`src/rtl/apb_req_arbiter.sv`:
```
// apb_req_arbiter: round-robin sharing of the APB master command channel.
// Latches one requester's command, holds trnsfr until the APB access
// completes or the watchdog expires, then returns data/status to the owner.

`ifndef ADDR_WIDTH
`define ADDR_WIDTH 32
`endif
`ifndef DATA_WIDTH
`define DATA_WIDTH 32
`endif
`ifndef STRB_SIZE
`define STRB_SIZE 4
`endif

module apb_req_arbiter #(
   parameter int unsigned NUM_REQ = 2,
   parameter int unsigned AW      = `ADDR_WIDTH,
   parameter int unsigned DW      = `DATA_WIDTH,
   parameter int unsigned SW      = `STRB_SIZE,
   parameter int unsigned TIMEOUT = 64
) (
   input  logic                  clk,
   input  logic                  rst_n,
   // requester side
   input  logic [NUM_REQ-1:0]    req_valid,
   input  logic [NUM_REQ-1:0]    req_wr,
   input  logic [NUM_REQ*AW-1:0] req_addr,
   input  logic [NUM_REQ*DW-1:0] req_wdata,
   input  logic [NUM_REQ*SW-1:0] req_strb,
   input  logic [NUM_REQ*2-1:0]  req_dsel,
   output logic [NUM_REQ-1:0]    req_grant,
   output logic [NUM_REQ-1:0]    req_done,
   output logic [DW-1:0]         rsp_rdata,
   output logic                  rsp_err,
   output logic                  busy,
   output logic [1:0]            owner,
   // APB master command channel
   output logic                  trnsfr,
   output logic                  wr,
   output logic [AW-1:0]         address,
   output logic [DW-1:0]         data_in,
   output logic [SW-1:0]         strb,
   output logic [1:0]            dsel,
   input  logic [DW-1:0]         data_out,
   // observed APB phase signals
   input  logic                  sel,
   input  logic                  enable,
   input  logic                  ready,
   input  logic                  slverr
);

   localparam int unsigned IW = (NUM_REQ > 1) ? $clog2(NUM_REQ) : 1;
   localparam int unsigned CW = (TIMEOUT > 0) ? $clog2(TIMEOUT + 1) : 1;

   localparam logic [0:0] ST_IDLE = 1'b0;
   localparam logic [0:0] ST_BUSY = 1'b1;

   // Elaboration-time guard on the supported requester count
   generate
      if (NUM_REQ < 2 || NUM_REQ > 4) begin : g_bad_num_req
         $error("apb_req_arbiter: NUM_REQ must be in 2..4");
      end
   endgenerate

   logic [0:0]         state_q, state_d;
   logic [1:0]         ptr_q, ptr_d;
   logic [CW-1:0]      wd_cnt_q, wd_cnt_d;

   logic               found_c;
   logic [1:0]         win_c;
   int                 idx_c;

   logic               sel_wr_c;
   logic [AW-1:0]      sel_addr_c;
   logic [DW-1:0]      sel_wdata_c;
   logic [SW-1:0]      sel_strb_c;
   logic [1:0]         sel_dsel_c;

   logic               complete_c;
   logic               timeout_c;

   logic [NUM_REQ-1:0] grant_d, done_d;
   logic [DW-1:0]      rdata_d;
   logic               err_d, busy_d, trnsfr_d, wr_d;
   logic [1:0]         owner_d, dsel_d;
   logic [AW-1:0]      addr_d;
   logic [DW-1:0]      wdata_d;
   logic [SW-1:0]      strb_d;

   // Round-robin winner: first valid requester searching upward from ptr
   always_comb begin
      found_c = 1'b0;
      win_c   = 2'd0;
      idx_c   = 0;
      for (int k = int'(NUM_REQ) - 1; k >= 0; k--) begin
         idx_c = int'(ptr_q) + k;
         if (idx_c >= int'(NUM_REQ)) idx_c = idx_c - int'(NUM_REQ);
         if (req_valid[IW'(idx_c)]) begin
            found_c = 1'b1;
            win_c   = 2'(idx_c);
         end
      end
   end

   // Command mux for the winning requester
   always_comb begin
      sel_wr_c    = 1'b0;
      sel_addr_c  = '0;
      sel_wdata_c = '0;
      sel_strb_c  = '0;
      sel_dsel_c  = '0;
      for (int i = 0; i < int'(NUM_REQ); i++) begin
         if (win_c == 2'(i)) begin
            sel_wr_c    = req_wr[i];
            sel_addr_c  = req_addr[i*AW +: AW];
            sel_wdata_c = req_wdata[i*DW +: DW];
            sel_strb_c  = req_strb[i*SW +: SW];
            sel_dsel_c  = req_dsel[i*2 +: 2];
         end
      end
   end

   // Completion and watchdog-expiry qualifiers for the current BUSY cycle
   always_comb begin
      complete_c = sel & enable & ready;
      timeout_c  = (TIMEOUT != 0) && ((wd_cnt_q + CW'(1)) == CW'(TIMEOUT));
   end

   // Next-state and next-output logic
   always_comb begin
      state_d  = state_q;
      ptr_d    = ptr_q;
      wd_cnt_d = wd_cnt_q;
      grant_d  = '0;
      done_d   = '0;
      rdata_d  = rsp_rdata;
      err_d    = rsp_err;
      busy_d   = busy;
      owner_d  = owner;
      trnsfr_d = trnsfr;
      wr_d     = wr;
      addr_d   = address;
      wdata_d  = data_in;
      strb_d   = strb;
      dsel_d   = dsel;

      case (state_q)
         ST_IDLE: begin
            if (found_c) begin
               state_d  = ST_BUSY;
               ptr_d    = (int'(win_c) + 1 >= int'(NUM_REQ)) ? 2'd0 : win_c + 2'd1;
               wd_cnt_d = '0;
               grant_d  = NUM_REQ'(1) << win_c;
               owner_d  = win_c;
               busy_d   = 1'b1;
               trnsfr_d = 1'b1;
               wr_d     = sel_wr_c;
               addr_d   = sel_addr_c;
               wdata_d  = sel_wdata_c;
               strb_d   = sel_strb_c;
               dsel_d   = sel_dsel_c;
            end
         end
         ST_BUSY: begin
            if (complete_c || timeout_c) begin
               state_d  = ST_IDLE;
               trnsfr_d = 1'b0;
               busy_d   = 1'b0;
               done_d   = NUM_REQ'(1) << owner;
               // a real completion takes priority over a coincident timeout
               if (complete_c) begin
                  err_d   = slverr;
                  rdata_d = wr ? '0 : data_out;
               end else begin
                  err_d   = 1'b1;
                  rdata_d = '0;
               end
            end else if (TIMEOUT != 0) begin
               wd_cnt_d = wd_cnt_q + CW'(1);
            end
         end
         default: begin
            state_d = ST_IDLE;
         end
      endcase
   end

   // State, pointer, watchdog and registered outputs
   always_ff @(posedge clk or negedge rst_n) begin
      if (!rst_n) begin
         state_q   <= ST_IDLE;
         ptr_q     <= 2'd0;
         wd_cnt_q  <= '0;
         req_grant <= '0;
         req_done  <= '0;
         rsp_rdata <= '0;
         rsp_err   <= 1'b0;
         busy      <= 1'b0;
         owner     <= 2'd0;
         trnsfr    <= 1'b0;
         wr        <= 1'b0;
         address   <= '0;
         data_in   <= '0;
         strb      <= '0;
         dsel      <= 2'd0;
      end else begin
         state_q   <= state_d;
         ptr_q     <= ptr_d;
         wd_cnt_q  <= wd_cnt_d;
         req_grant <= grant_d;
         req_done  <= done_d;
         rsp_rdata <= rdata_d;
         rsp_err   <= err_d;
         busy      <= busy_d;
         owner     <= owner_d;
         trnsfr    <= trnsfr_d;
         wr        <= wr_d;
         address   <= addr_d;
         data_in   <= wdata_d;
         strb      <= strb_d;
         dsel      <= dsel_d;
      end
   end

endmodule

```
`config.mk`:
```
export PLATFORM = sky130hd
export DESIGN_NAME = apb_req_arbiter
export DESIGN_NICKNAME = d
export VERILOG_FILES = /design/src/rtl/apb_req_arbiter.sv
export SDC_FILE = /design/constraint.sdc
export NUM_CORES = 1
export LEC_CHECK = 0
export CORE_MARGIN = 1.5
export CORE_UTILIZATION = 35
export DETAILED_ROUTE_END_ITERATION = 10
export PLACE_DENSITY_LB_ADDON = 0.12
export SLEW_MARGIN = 20
export SYNTH_ARGS = -nofsm -noshare
export SYNTH_HDL_FRONTEND = slang
export SYNTH_SLANG_ARGS = --single-unit
export TNS_END_PERCENT = 50
```
`constraint.sdc`:
```
create_clock -name clk -period 1.8 [get_ports clk]
set_clock_uncertainty 0.05 [all_clocks]
set_input_delay 0.36 -clock clk [delete_from_list [all_inputs] [get_ports clk]]
set_output_delay 0.36 -clock clk [all_outputs]
set_load 0.005 [all_outputs]
```
## After elaboration in Yosys (flattened, before gate mapping)

Index checks and enable logic that the tools add are counted.

- Bits in registers: 121
- Input port bits: 182
- Output and inout bits: 112
- Word-level logic and storage cells: 78

- Add/subtract/negate cells: 6
- Order comparisons: 5
- Equal/unequal tests: 5
- Shift operators: 2
- Mux-type cells: 37
- Bitwise logic cells: 3
- Reductions and logical operators: 6

Operators with widths:

| operator | number |
|---|---|
| $mux 32 | 6 |
| $mux 2 | 11 |
| $mux 7 | 2 |
| $pmux 7 s2 | 1 |
| $mux 1 | 13 |
| $mux 4 | 2 |
| $reduce_and 2->1 | 4 |
| $add 7x1->7 const B | 1 |
| $eq 7x7->1 const B | 1 |
| $add 2x1->3 const B | 2 |
| $ge 3x2->1 const B | 2 |
| $lt 1x3->1 const B | 2 |
| $ne 2x2->1 const B | 2 |
| $pmux 1 s2 | 2 |
| $shl 1x2->2 const A | 2 |
| $sub 2x2->2 const B | 2 |
| $add 2x1->2 const B | 1 |
| $and 1x1->1 | 2 |
| $eq 2x1->1 const B | 1 |
| $ge 2x2->1 const B | 1 |
| $logic_not 2->1 | 1 |
| $ne 2x1->1 const B | 1 |
| $logic_or 1x1->1 | 1 |
| $not 1->1 | 1 |

## Depth between registers and ports, before layout

Gate-level depths: netlist (run 1).

- Depth in word-level cells: 11
- Mapped depth: 6

## Worst setup path before layout (run 1)

Ideal clock, no wire load.

- Path type: flip-flop to flip-flop
- Start point: register wd_cnt_q[0]
- End point: register rsp_rdata[24]
- Setup time: 0.121 ns
- Data arrival time: 1.538 ns
- Required time: 1.629 ns
- Path slack: 0.091 ns
- Stages on the path, launching flop included: 7
- Path buffers: 1
- Clock period less this slack: 1.709 ns
- Path through: dfrtp_1 > ha_1 > nand2b_1 > nor3_4 > o21ai_4 > buf_6 > a22o_1

- Longest elaborated chain between the ends: 4

RTL lines:

| what | RTL line | source |
|---|---|---|
| start, declared | 67 | `logic [CW-1:0] wd_cnt_q, wd_cnt_d;` |
| start signal, assigned | 209 | `wd_cnt_q <= wd_cnt_d;` |
| $add 7x1->7 | 126 | `timeout_c = (TIMEOUT != 0) && ((wd_cnt_q + CW'(1)) == CW'(TIMEOUT));` |
| $eq 7x7->1 | 126 |  |
| $logic_or 1x1->1 | 165 | `if (complete_c \|\| timeout_c) begin` |
| $reduce_and 2->1 (no line) | n/a |  |
| end signal, assigned | 212 | `rsp_rdata <= rdata_d;` |
| end, declared | 33 | `output logic [DW-1:0] rsp_rdata,` |

Every way passes these cells.
A chain may end at the register's enable or synchronous reset.

## Worst setup path after layout (run 1)

- Start point: register wd_cnt_q[5]
- End point: register rsp_rdata[2]

The elaborated chain is that of the path after synthesis.

==> results of run 1 <==
cell families after synthesis:
kind of cell / Yosys count
AOI/OAI and AO/OA: 122
xor gates and xnor gates: 3
adders and majority gates: 1
buffers and inverters: 36
DFF: 120
muxes: 72
and+or+nand+nor: 111
stage by stage:
step,TNS [ns],hold slack [ns],std cells
after floorplan,0,0.0144,465
after detailed placement,-4.62,0.252,939
after global routing,-0.418,0.391,973
after CTS,0,0.352,973
after global placement,-3.50,0.247,939
final,0,0.342,973
power breakdown:
part	total, W	leakage [nW]	internal [W]	switching, W
Sequential	0.00477	1.41	0.00392	0.000854
Clock	0.00357	0.304	0.00242	0.00115
Combinational	0.00623	2.32	0.00387	0.00236
Total	0.0146	4.04	0.0102	0.00436
registers in the layout (all words and copies together), names as in the netlist, 2 cells and up:
register	cells
req_done	2
data_in	32
req_grant	2
owner	2
wd_cnt_q	7
strb	4
rsp_rdata	32
address	32
dsel	2
cell usage in the layout, fill, tap and decap left out, types with 4 or more instances in the layout:
cell,instances
clkbuf_1,4
dfrtp_1,116
clkdlybuf4s50_1,289
nor2_1,79
buf_4,21
clkbuf_16,17
a22o_1,27
nand2_1,11
a22o_2,5
bufinv_16,4
mux2i_1,72
buf_12,12
a21oi_1,75
layer usage:
layer | vias up | wire [um]
met4 | 0 | 376
met2 | 207 | 7970
li1 | 2280 | -
met3 | 29 | 1260
met5 | - | 0
met1 | 2164 | 6240
layout make-up:
class,count,share of cell area (%)
clock inverters,8,1.54
flip-flops and latches,120,32.5
inverters,3,0.121
well taps,184,2.48
clock buffers,24,5.20
multi-input cells,309,22.3
repair buffers,325,35.9
worst reg2reg max path, delay by kind of cell, from the launching register on:
kind	cells	cell delay, ns
AOI/OAI and AO/OA	3	0.66
buffers and inverters	1	0.19
DFF	1	0.44
and+or+nand+nor	1	0.33
repair_timing:
| item | in CTS | in global routing |
|---|---|---|
| hold buffers | 1 | 0 |
| endpoints found under the hold margin | 24 | 0 |
| buffers inserted | 1 | 0 |
| pin swaps | 1 | 5 |
| setup endpoints to repair | 28 | 37 |
| gates resized for setup | 3 | 4 |
final timing paths:
kind                            slack [ns]  cells after the start                    start                        to
worst max register to register        0.02                      5  wd_cnt_q[5]$_DFFE_PN0P_  rsp_rdata[2]$_DFFE_PN0P_
worst min register to register        0.43                      1     owner[1]$_DFFE_PN0P_     req_done[1]$_DFF_PN0_
worst max-delay path                  0.02                      5  wd_cnt_q[5]$_DFFE_PN0P_  rsp_rdata[2]$_DFFE_PN0P_
min in group clk                      0.43                      1     owner[1]$_DFFE_PN0P_     req_done[1]$_DFF_PN0_
worst min-delay path                  0.34                      2                    rst_n  rsp_rdata[1]$_DFFE_PN0P_
max in group asynchronous             0.76                      3                    rst_n   address[19]$_DFFE_PN0P_
==> results by group, run 1 <==
Route
  • Drt total wl: 15800 um
  • Via-to-Cell Ratio: 4.81
  • Detailed Route Iter0 Violations: roughly 150
  • Post-route ant nets: 0
  • Drt drc: 0
  • Total vias in the final route: 4680
  • First-pass DRT Iterations: 4
  • WL per Instance: 16.3 um

Critical path
  • Slowest stage delay, CP: around 0.44 ns
  • Critical-path cell list: nor4b_4 -> a41o_2 -> o21ai_4 -> buf_12 -> a22o_2
  • Crit path launch type: flop
  • Delay-heaviest family, CP: compound AO/OA/AOI/OAI gates
  • Worst path arrival time: slightly above 2 ns
  • Critical path buffers and inverters: 1
  • CP max-delay cell: dfrtp_2
  • Crit Path Max Fanout: 24
  • Endpoint type of the worst setup path: flop
  • Data required, critical path: 2.04 ns
  • Setup CP Type: flop to flop

Global routing
  • Vias in the first global route: 4863
  • Largest net degree at the start of global routing: 50
  • Met2 Use GR: 35.5%
  • First-pass GRT wire length: 25100 um
  • All-layer global routing usage: 20.3%
  • Remaining Overflow, GRT: 0
  • Initial antenna violation count: 0
  • GRT Max-Usage Layer: met2
  • GR met1 Demand/Resource: 22.8%
  • Met3 usage: 6.59%

Synth
  • Sequential element share of the synthesized area: ~57%
  • YS warnings: 0
  • Async S/R FF share, synth: 100%
  • Most frequent cell after synthesis: dfrtp_1
  • EDFF count, synth: 0
  • Mapped Cells: 465
  • Synth top cells by count: dfrtp_1, nor2_1, a21oi_1, mux2i_1, a22o_1
  • Number of synthesized register bits: 120
  • Post-synth top area share: 57.4%
  • Synth unique cells: 42
  • Syn avg cell area: 11.3 um^2
  • Main synth FF type: dfrtp_1
  • Syn_nets: about 650
  • Synth area leaders: dfrtp_1, mux2i_1, a21oi_1
  • Largest family of logic cells by synthesized area: compound AO/OA/AOI/OAI gates
  • XOR/XNOR Fraction of Synth Area: 0.502%
  • Cell Area, Synth: 5230 um^2
  • Adder-cell share of the synthesized area: 0.239%
  • Leading area contributor after synthesis: dfrtp_1
  • Mux share of post-synthesis cell area: 13.8%
  • Compound-Gate Fraction of Synth Area: roughly 15%
  • Synth Area in Simple Gates: 9.35%

Clock tree
  • Cts bufs inserted: 17
  • Root buffer cell: clkbuf_16
  • # H-tree levels: 4
  • CTS clock-pin slew for the worst setup and hold paths: 0.06 ns
  • Clk Latency, worst-skew pair: 0.41 ns
  • Max clock buf depth: 2
  • Clk sinks: 120
  • CTS tree: built

Hold path
  • Hold WC Path Type: input port to asynchronous set/reset pin

STA
  • Fmax: roughly 560 MHz
  • Rel. slew slack: 63.1%
  • Post-layout min period: 1.78 ns
  • Final WS setup: 0.0170 ns
  • Tcrit/Tclk final: 99.1%
  • Final hold viol count: 0
  • Final setup viols: 0
  • Slew @ Worst Pin: approximately 0.55 ns
  • Max-slew violation count: 0
  • RSZ-0062 raised after global routing: yes

Finish
  • Area occupied by multi-input gates: 2070 um^2
  • Antenna fix cells: 0
  • Layout Area Growth over Synthesis: 77.1%
  • Final #Nets: 959
  • Fillers: 1128
  • Register area: 3010 um^2
  • Post-layout util: 63.5%
  • Layout cells sized above 1: 10.1%
  • Design Area, Final: 9270 um^2

Job
  • Max-Cap Viols: 0

Floorplan
  • Rows: between 40 and 50
  • Width of the die: 125 um
  • Initial Utilization: 35.9%
  • Die area: 15700 um^2
  • IO Pins: about 290
  • CORE AREA: 14600 um^2
  • Die height: 125 um

Placed design
  • IO Port Bufs: just under 300
  • Detail Placement HPWL: 12200 um
  • Pre-CTS setup slack: -0.154 ns
  • GP Congestion: between 0.8 and 0.9
  • Dpl cell area: 8610 um^2

Power and ir drop
  • Total power: 0.0146 W
  • Pwr Density: roughly 1600 nW/um^2
  • Maximum vdd drop: 785 uV
  • Leak Pwr: 4.04 nW

Status
  • Status: completed
No activity file was read; power rests on OpenSTA's default activity.
==> run 2, diff against run 1 <==
--- a/config.mk
+++ b/config.mk
@@ -5,9 +5,11 @@
 export SDC_FILE = /design/constraint.sdc
 export NUM_CORES = 1
 export LEC_CHECK = 0
+export ABC_AREA = 1
 export CORE_MARGIN = 1.5
-export CORE_UTILIZATION = 35
+export CORE_UTILIZATION = 36
 export DETAILED_ROUTE_END_ITERATION = 10
+export GPL_ROUTABILITY_DRIVEN = 0
 export PLACE_DENSITY_LB_ADDON = 0.12
 export SLEW_MARGIN = 20
 export SYNTH_ARGS = -nofsm -noshare
==> results by group, run 2 <==
Synth
  • Main synth FF type: dfrtp_1
  • Sequential element share of the synthesized area: 54.8%
  • Synth unique cells: 21
  • Leading area contributor after synthesis: dfrtp_1
  • Syn_nets: 879
  • Mapped Cells: a little under 700
  • Most frequent cell after synthesis: nand2_1
  • XOR/XNOR Fraction of Synth Area: 0%
  • Syn avg cell area: between 7 and 8 um^2
  • Synth top cells by count: nand2_1, dfrtp_1, o21ai_0, nor2_1, nand3_1
  • Largest family of logic cells by synthesized area: simple AND/OR/NAND/NOR gates
  • Number of synthesized register bits: 120
  • Synth area leaders: dfrtp_1, nand2_1, o21ai_0
  • Async S/R FF share, synth: 100%
  • Post-synth top area share: 54.8%
  • Compound-Gate Fraction of Synth Area: 9.98%
  • Synth Area in Simple Gates: 30.0%
  • EDFF count, synth: 0
  • Adder-cell share of the synthesized area: less than 1%
  • YS warnings: 0
  • Cell Area, Synth: around 5500 um^2
  • Mux share of post-synthesis cell area: 0%

Global routing
  • Vias in the first global route: roughly 5600
  • First-pass GRT wire length: 29400 um
  • Largest net degree at the start of global routing: 56
  • Initial antenna violation count: 0
  • Remaining Overflow, GRT: 0
  • All-layer global routing usage: 23.7%

Placed design
  • Dpl cell area: 8730 um^2
  • Detail Placement HPWL: about 13000 um
  • IO Port Bufs: 292

Finish
  • Layout Area Growth over Synthesis: 73.9%
  • Most frequent cells in the layout: clkdlybuf4s50_1, nand2_1, dfrtp_1
  • Layout cells sized above 1: 7.65%
  • Antenna fix cells: 0
  • Top flop regs: address: 32 flops, data_in: 32 flops, rsp_rdata: 32 flops
  • Final #Nets: 1177
  • Most common cell after layout, fill and taps aside: clkdlybuf4s50_1
  • Post-layout util: 64.8%
  • Design Area, Final: approximately 9500 um^2
  • Fillers: 1254

Critical path
  • Reg-to-reg setup timing slack: 0.02 ns
  • CP endpoint: rsp_rdata[27]$_DFFE_PN0P_
  • Worst Setup SP: wd_cnt_q[1]$_DFFE_PN0P_
  • Data required, critical path: just over 2 ns
  • Worst path arrival time: 2.03 ns
  • Setup CP Type: flop to flop
  • R2r startpoint: wd_cnt_q[1]$_DFFE_PN0P_
  • Endpoint type of the worst setup path: flop
  • Crit path launch type: flop
  • Critical R2R Capture: rsp_rdata[27]$_DFFE_PN0P_
  • Crit Path Max Fanout: 8
  • Worst r2r path cells: 10

Clock tree
  • Clk sinks: 120
  • Cts bufs inserted: 17
  • CTS clock-pin slew for the worst setup and hold paths: 0.06 ns
  • Max clock buf depth: 2
  • Root buffer cell: clkbuf_16
  • Clk Latency, worst-skew pair: between 0.4 and 0.5 ns
  • CTS tree: built
  • # H-tree levels: 4

STA
  • Final hold viol count: 0
  • Post-layout min period: 1.78 ns
  • Tcrit/Tclk final: 98.6%
  • Max-slew violation count: 0
  • Fmax: 563 MHz
  • Rel. slew slack: ~59%
  • RSZ-0062 raised after global routing: yes
  • Setup TNS Final: 0 ns
  • Worst hold margin: between 0.3 and 0.4 ns
  • Final setup viols: 0
  • Slew @ Worst Pin: approximately 0.61 ns

Floorplan
  • Rows: 44
  • CORE AREA: about 15000 um^2
  • Width of the die: 126 um
  • Die height: about 130 um
  • IO Pins: approximately 290
  • Initial Utilization: 37.3%
  • Die area: 16000 um^2

Hold path
  • Hold WC Path Type: input port to asynchronous set/reset pin

Route
  • WL per Instance: approximately 16 um
  • Via-to-Cell Ratio: 4.85
  • Drt total wl: 19000 um
  • Post-route ant nets: 0
  • Total vias in the final route: 5775
  • First-pass DRT Iterations: 6
  • Detailed Route Iter0 Violations: 340
  • Drt drc: 0

Power and ir drop
  • Register share of total power: 33.9%
  • Clock network fraction of design power: between 20 and 30%
  • Internal Power: 0.00854 W
  • Leak Pwr: 4.36 nW
  • Switch Pwr: 0.00396 W
  • Sw frac: 31.7%
  • Total power: around 0.013 W
  • Pwr Density: ~1300 nW/um^2
  • Logic pwr share: 38.2%
  • Maximum vdd drop: 763 uV

Status
  • Status: completed

Job
  • Max-Cap Viols: 0
-- run 2: cell types whose count changed after synthesis, moves of 5 or more --
cell,before,now
nor2_1,80,94
a22o_2,5,0
nand3_1,2,66
nand2_1,11,232
clkbuf_1,13,35
inv_1,3,14
mux2i_1,72,0
o21ai_0,1,104
nand4_1,2,8
a22o_1,27,0
a21oi_1,75,1
buf_2,13,1
-- run 2: layout make-up --
type                            instances  area [um^2]  share of cell area, %
Timing Repair Buffer                  323         3330                   34.9
Inverter                               15         56.3                  0.591
Sequential cell                       120         3000                   31.5
Tap cell                              184          230                   2.42
Multi-Input combinational cell        517         2310                   24.2
Clock inverter                          8          120                   1.26
Clock buffer                           23          478                   5.02
-- run 2: how the worst min path moves through the flow --
stage,endpoint,depth (start not counted)
2_1_floorplan,address[0]$_DFFE_PN0P_,0
3_3_place_gp,rsp_rdata[7]$_DFFE_PN0P_,1
3_5_place_dp,rsp_rdata[7]$_DFFE_PN0P_,1
4_1_cts,rsp_rdata[4]$_DFFE_PN0P_,2
5_1_grt,rsp_rdata[3]$_DFFE_PN0P_,2
6_report,rsp_rdata[7]$_DFFE_PN0P_,2
-- run 2: timing repair --
item,CTS,global route
hold endpoints to repair,26,0
gates cloned,0,7
hold buffers,1,0
endpoints found under the setup margin,34,45
pin swaps,0,15
setup buffers,0,0
gates resized for setup,1,14
-- run 2: per-stage QoR --
step,worst slack [ns],instances
after floorplan,0.0762,696
after global placement,-0.0382,1151
after detailed placement,-0.0502,1151
after CTS,0.0217,1183
after global routing,-0.0655,1190
final,0.0244,1190
-- run 2: logic make-up (layout without fill, tap and decap cells) --
logic type / after synthesis / count (layout)
adder cells (fa/ha/maj): 1 / 1
buffers and inverters: 62 / 369
AND/OR/NAND/NOR: 405 / 408
flip-flops: 120 / 120
AO/OA/AOI/OAI: 108 / 108
-- run 2: layer usage --
layer	vias to the layer above	wire length (um)	track usage (%)
met5	-	0	0
met4	0	364	7.84
met3	29	1630	8.90
met2	233	9370	38.4
met1	2665	7670	29.2
li1	2848	-	-
-- run 2: power groups by stage --
stage / sequential (W) / clock (W) / combinational [W]
floorplan: 0.00426 / 0 / 0.00169
global placement: 0.00421 / 0 / 0.00474
detailed placement: 0.00423 / 0 / 0.00475
CTS: 0.00423 / 0.00356 / 0.00478
global route: 0.00435 / 0.00368 / 0.00528
finish: 0.00424 / 0.00349 / 0.00478
-- run 2: worst max-delay path: stages (launching register included) --
cell and delay, ns:
dfrtp_1 0.36, ha_2 0.20, nand3_2 0.09, o21bai_1 0.15
nand2_1 0.09, nor2_2 0.15, nand2_4 0.12, nand2_8 0.15
nand2_4 0.13, nand2_1 0.11, nand2_1 0.06
==> run 3, diff against run 2 <==
--- a/config.mk
+++ b/config.mk
@@ -11,6 +11,7 @@
 export DETAILED_ROUTE_END_ITERATION = 10
 export GPL_ROUTABILITY_DRIVEN = 0
 export PLACE_DENSITY_LB_ADDON = 0.12
+export REMOVE_ABC_BUFFERS = 1
 export SLEW_MARGIN = 20
 export SYNTH_ARGS = -nofsm -noshare
 export SYNTH_HDL_FRONTEND = slang
==> results by group, run 3 (same netlist as run 2, synthesis figures left out) <==
Global routing
  • Largest net degree at the start of global routing: 55
  • Vias in the first global route: 5659
  • Initial antenna violation count: 0
  • First-pass GRT wire length: 29600 um
  • Remaining Overflow, GRT: 0
  • All-layer global routing usage: 23.7%

Power and ir drop
  • Leak Pwr: approximately 4.4 nW
  • Pwr Density: 1310 nW/um^2
  • Maximum vdd drop: 685 uV

Critical path
  • Critical R2R Capture: rsp_rdata[12]$_DFFE_PN0P_
  • Worst r2r path cells: 9
  • Slowest stage delay, CP: 0.58 ns
  • R2r startpoint: wd_cnt_q[2]$_DFFE_PN0P_
  • Critical path buffers and inverters: 1
  • Reg-to-reg setup timing slack: 0.09 ns
  • Critical-path cell list: clkdlybuf4s50_1
  • Data required, critical path: 1.39 ns
  • Setup CP Type: flop to output port
  • Worst path arrival time: roughly 1.3 ns
  • Crit Path Max Fanout: 2
  • CP max-delay cell: clkdlybuf4s50_1
  • Crit path launch type: flop
  • Endpoint type of the worst setup path: output port
  • Delay-heaviest family, CP: buffers and inverters

STA
  • Final hold viol count: 0
  • Tcrit/Tclk final: between 90% and 100%
  • Final setup viols: 0
  • Final WS setup: 0.0607 ns
  • Setup TNS Final: 0 ns
  • RSZ-0062 raised after global routing: yes
  • Slew @ Worst Pin: 0.582 ns
  • Rel. slew slack: 61.2%
  • Fmax: 575 MHz
  • Post-layout min period: between 1.5 and 2 ns
  • Max-slew violation count: 0

Route
  • Total vias in the final route: approximately 5700
  • WL per Instance: 15.9 um
  • Drt total wl: 18900 um
  • Drt drc: 0
  • Detailed Route Iter0 Violations: 315
  • Post-route ant nets: 0
  • Via-to-Cell Ratio: 4.83
  • First-pass DRT Iterations: 4

Finish
  • Top flop regs: address: 32 flops, data_in: 32 flops, rsp_rdata: 32 flops
  • Antenna fix cells: 0
  • Layout cells sized above 1: between 8 and 9%
  • Post-Layout Cell Count: between 1000 and 1500
  • Design Area, Final: 9570 um^2
  • Fillers: between 1000 and 1500
  • Layout Area Growth over Synthesis: 74.7%
  • Most common cell after layout, fill and taps aside: clkdlybuf4s50_1
  • Post-layout util: between 60% and 70%
  • Most frequent cells in the layout: clkdlybuf4s50_1, nand2_1, dfrtp_1
  • Final #Nets: 1176

Floorplan
  • Die height: approximately 130 um
  • Width of the die: between 100 and 150 um
  • Initial Utilization: 37.3%
  • IO Pins: just under 300
  • Die area: 16000 um^2
  • Rows: 44
  • CORE AREA: 14700 um^2

Placed design
  • Detail Placement HPWL: 12800 um
  • IO Port Bufs: approximately 300
  • Dpl cells: 1152
  • Pre-CTS setup slack: -0.0404 ns
  • Dpl cell area: 8750 um^2

Clock tree
  • Max clock buf depth: 2
  • Root buffer cell: clkbuf_16
  • CTS clock-pin slew for the worst setup and hold paths: 0.05 ns
  • Clk Latency, worst-skew pair: between 0.4 and 0.5 ns
  • Cts bufs inserted: 17
  • # H-tree levels: 4
  • Setup bufs post-CTS: 0
  • CTS tree: built
  • Clk sinks: 120

Job
  • Max-Cap Viols: 0

Status
  • Status: completed

Hold path
  • Hold WC Path Type: input port to asynchronous set/reset pin
==> run 3: cell type report <==
| class | instances | area, um^2 | share of cell area [%] |
|---|---|---|---|
| clock buffer | 21 | 470 | 4.91 |
| multi-input combinational | 517 | 2350 | 24.6 |
| clock inverter | 10 | 125 | 1.31 |
| sequential | 120 | 3000 | 31.4 |
| timing repair buffer | 322 | 3340 | 34.9 |
| inverter | 15 | 56.3 | 0.588 |
| tap | 184 | 230 | 2.40 |
==> run 3: stage by stage <==
step                hold WS, ns  total power (W)
finish                    0.417           0.0126
global route              0.431           0.0134
CTS                       0.422           0.0125
detailed placement        0.286          0.00902
global placement          0.286          0.00897
floorplan                0.0144          0.00584
==> run 3: metal layers <==
layer	wire length, um	share of wire, %	global-route usage [%]	vias up
met5	0	0	0	-
met4	222	1.2	7.98	0
met3	1470	7.8	8.22	15
met2	9530	50	39.6	207
met1	7660	41	28.5	2679
li1	-	-	-	2842
==> run 3: power breakdown <==
| group | switching, W | internal [W] | leakage (nW) | total [W] |
|---|---|---|---|---|
| Combinational | 0.00220 | 0.00268 | 2.52 | 0.00489 |
| Sequential | 0.000578 | 0.00365 | 1.53 | 0.00423 |
| Clock | 0.00118 | 0.00226 | 0.302 | 0.00344 |
| Total | 0.00396 | 0.00859 | 4.36 | 0.0126 |
==> run 3: worst max-delay path by stage <==
stage	from	endpoint	cells past startpoint
2_1_floorplan	state_q$_DFF_PN0_	wr$_DFFE_PN0P_	5
3_3_place_gp	ready	rsp_rdata[19]$_DFFE_PN0P_	7
3_5_place_dp	sel	rsp_rdata[14]$_DFFE_PN0P_	7
4_1_cts	wd_cnt_q[0]$_DFFE_PN0P_	rsp_rdata[31]$_DFFE_PN0P_	11
5_1_grt	wd_cnt_q[2]$_DFFE_PN0P_	rsp_rdata[23]$_DFFE_PN0P_	9
6_report	data_in[16]$_DFFE_PN0P_	data_in[16]	1
==> run 3: timing repair <==
action,in CTS,in global routing
endpoints found under the setup margin,34,43
hold endpoints to repair,25,0
gates resized for setup,1,30
cloned,0,5
pin swaps,0,18
hold buffers,1,0
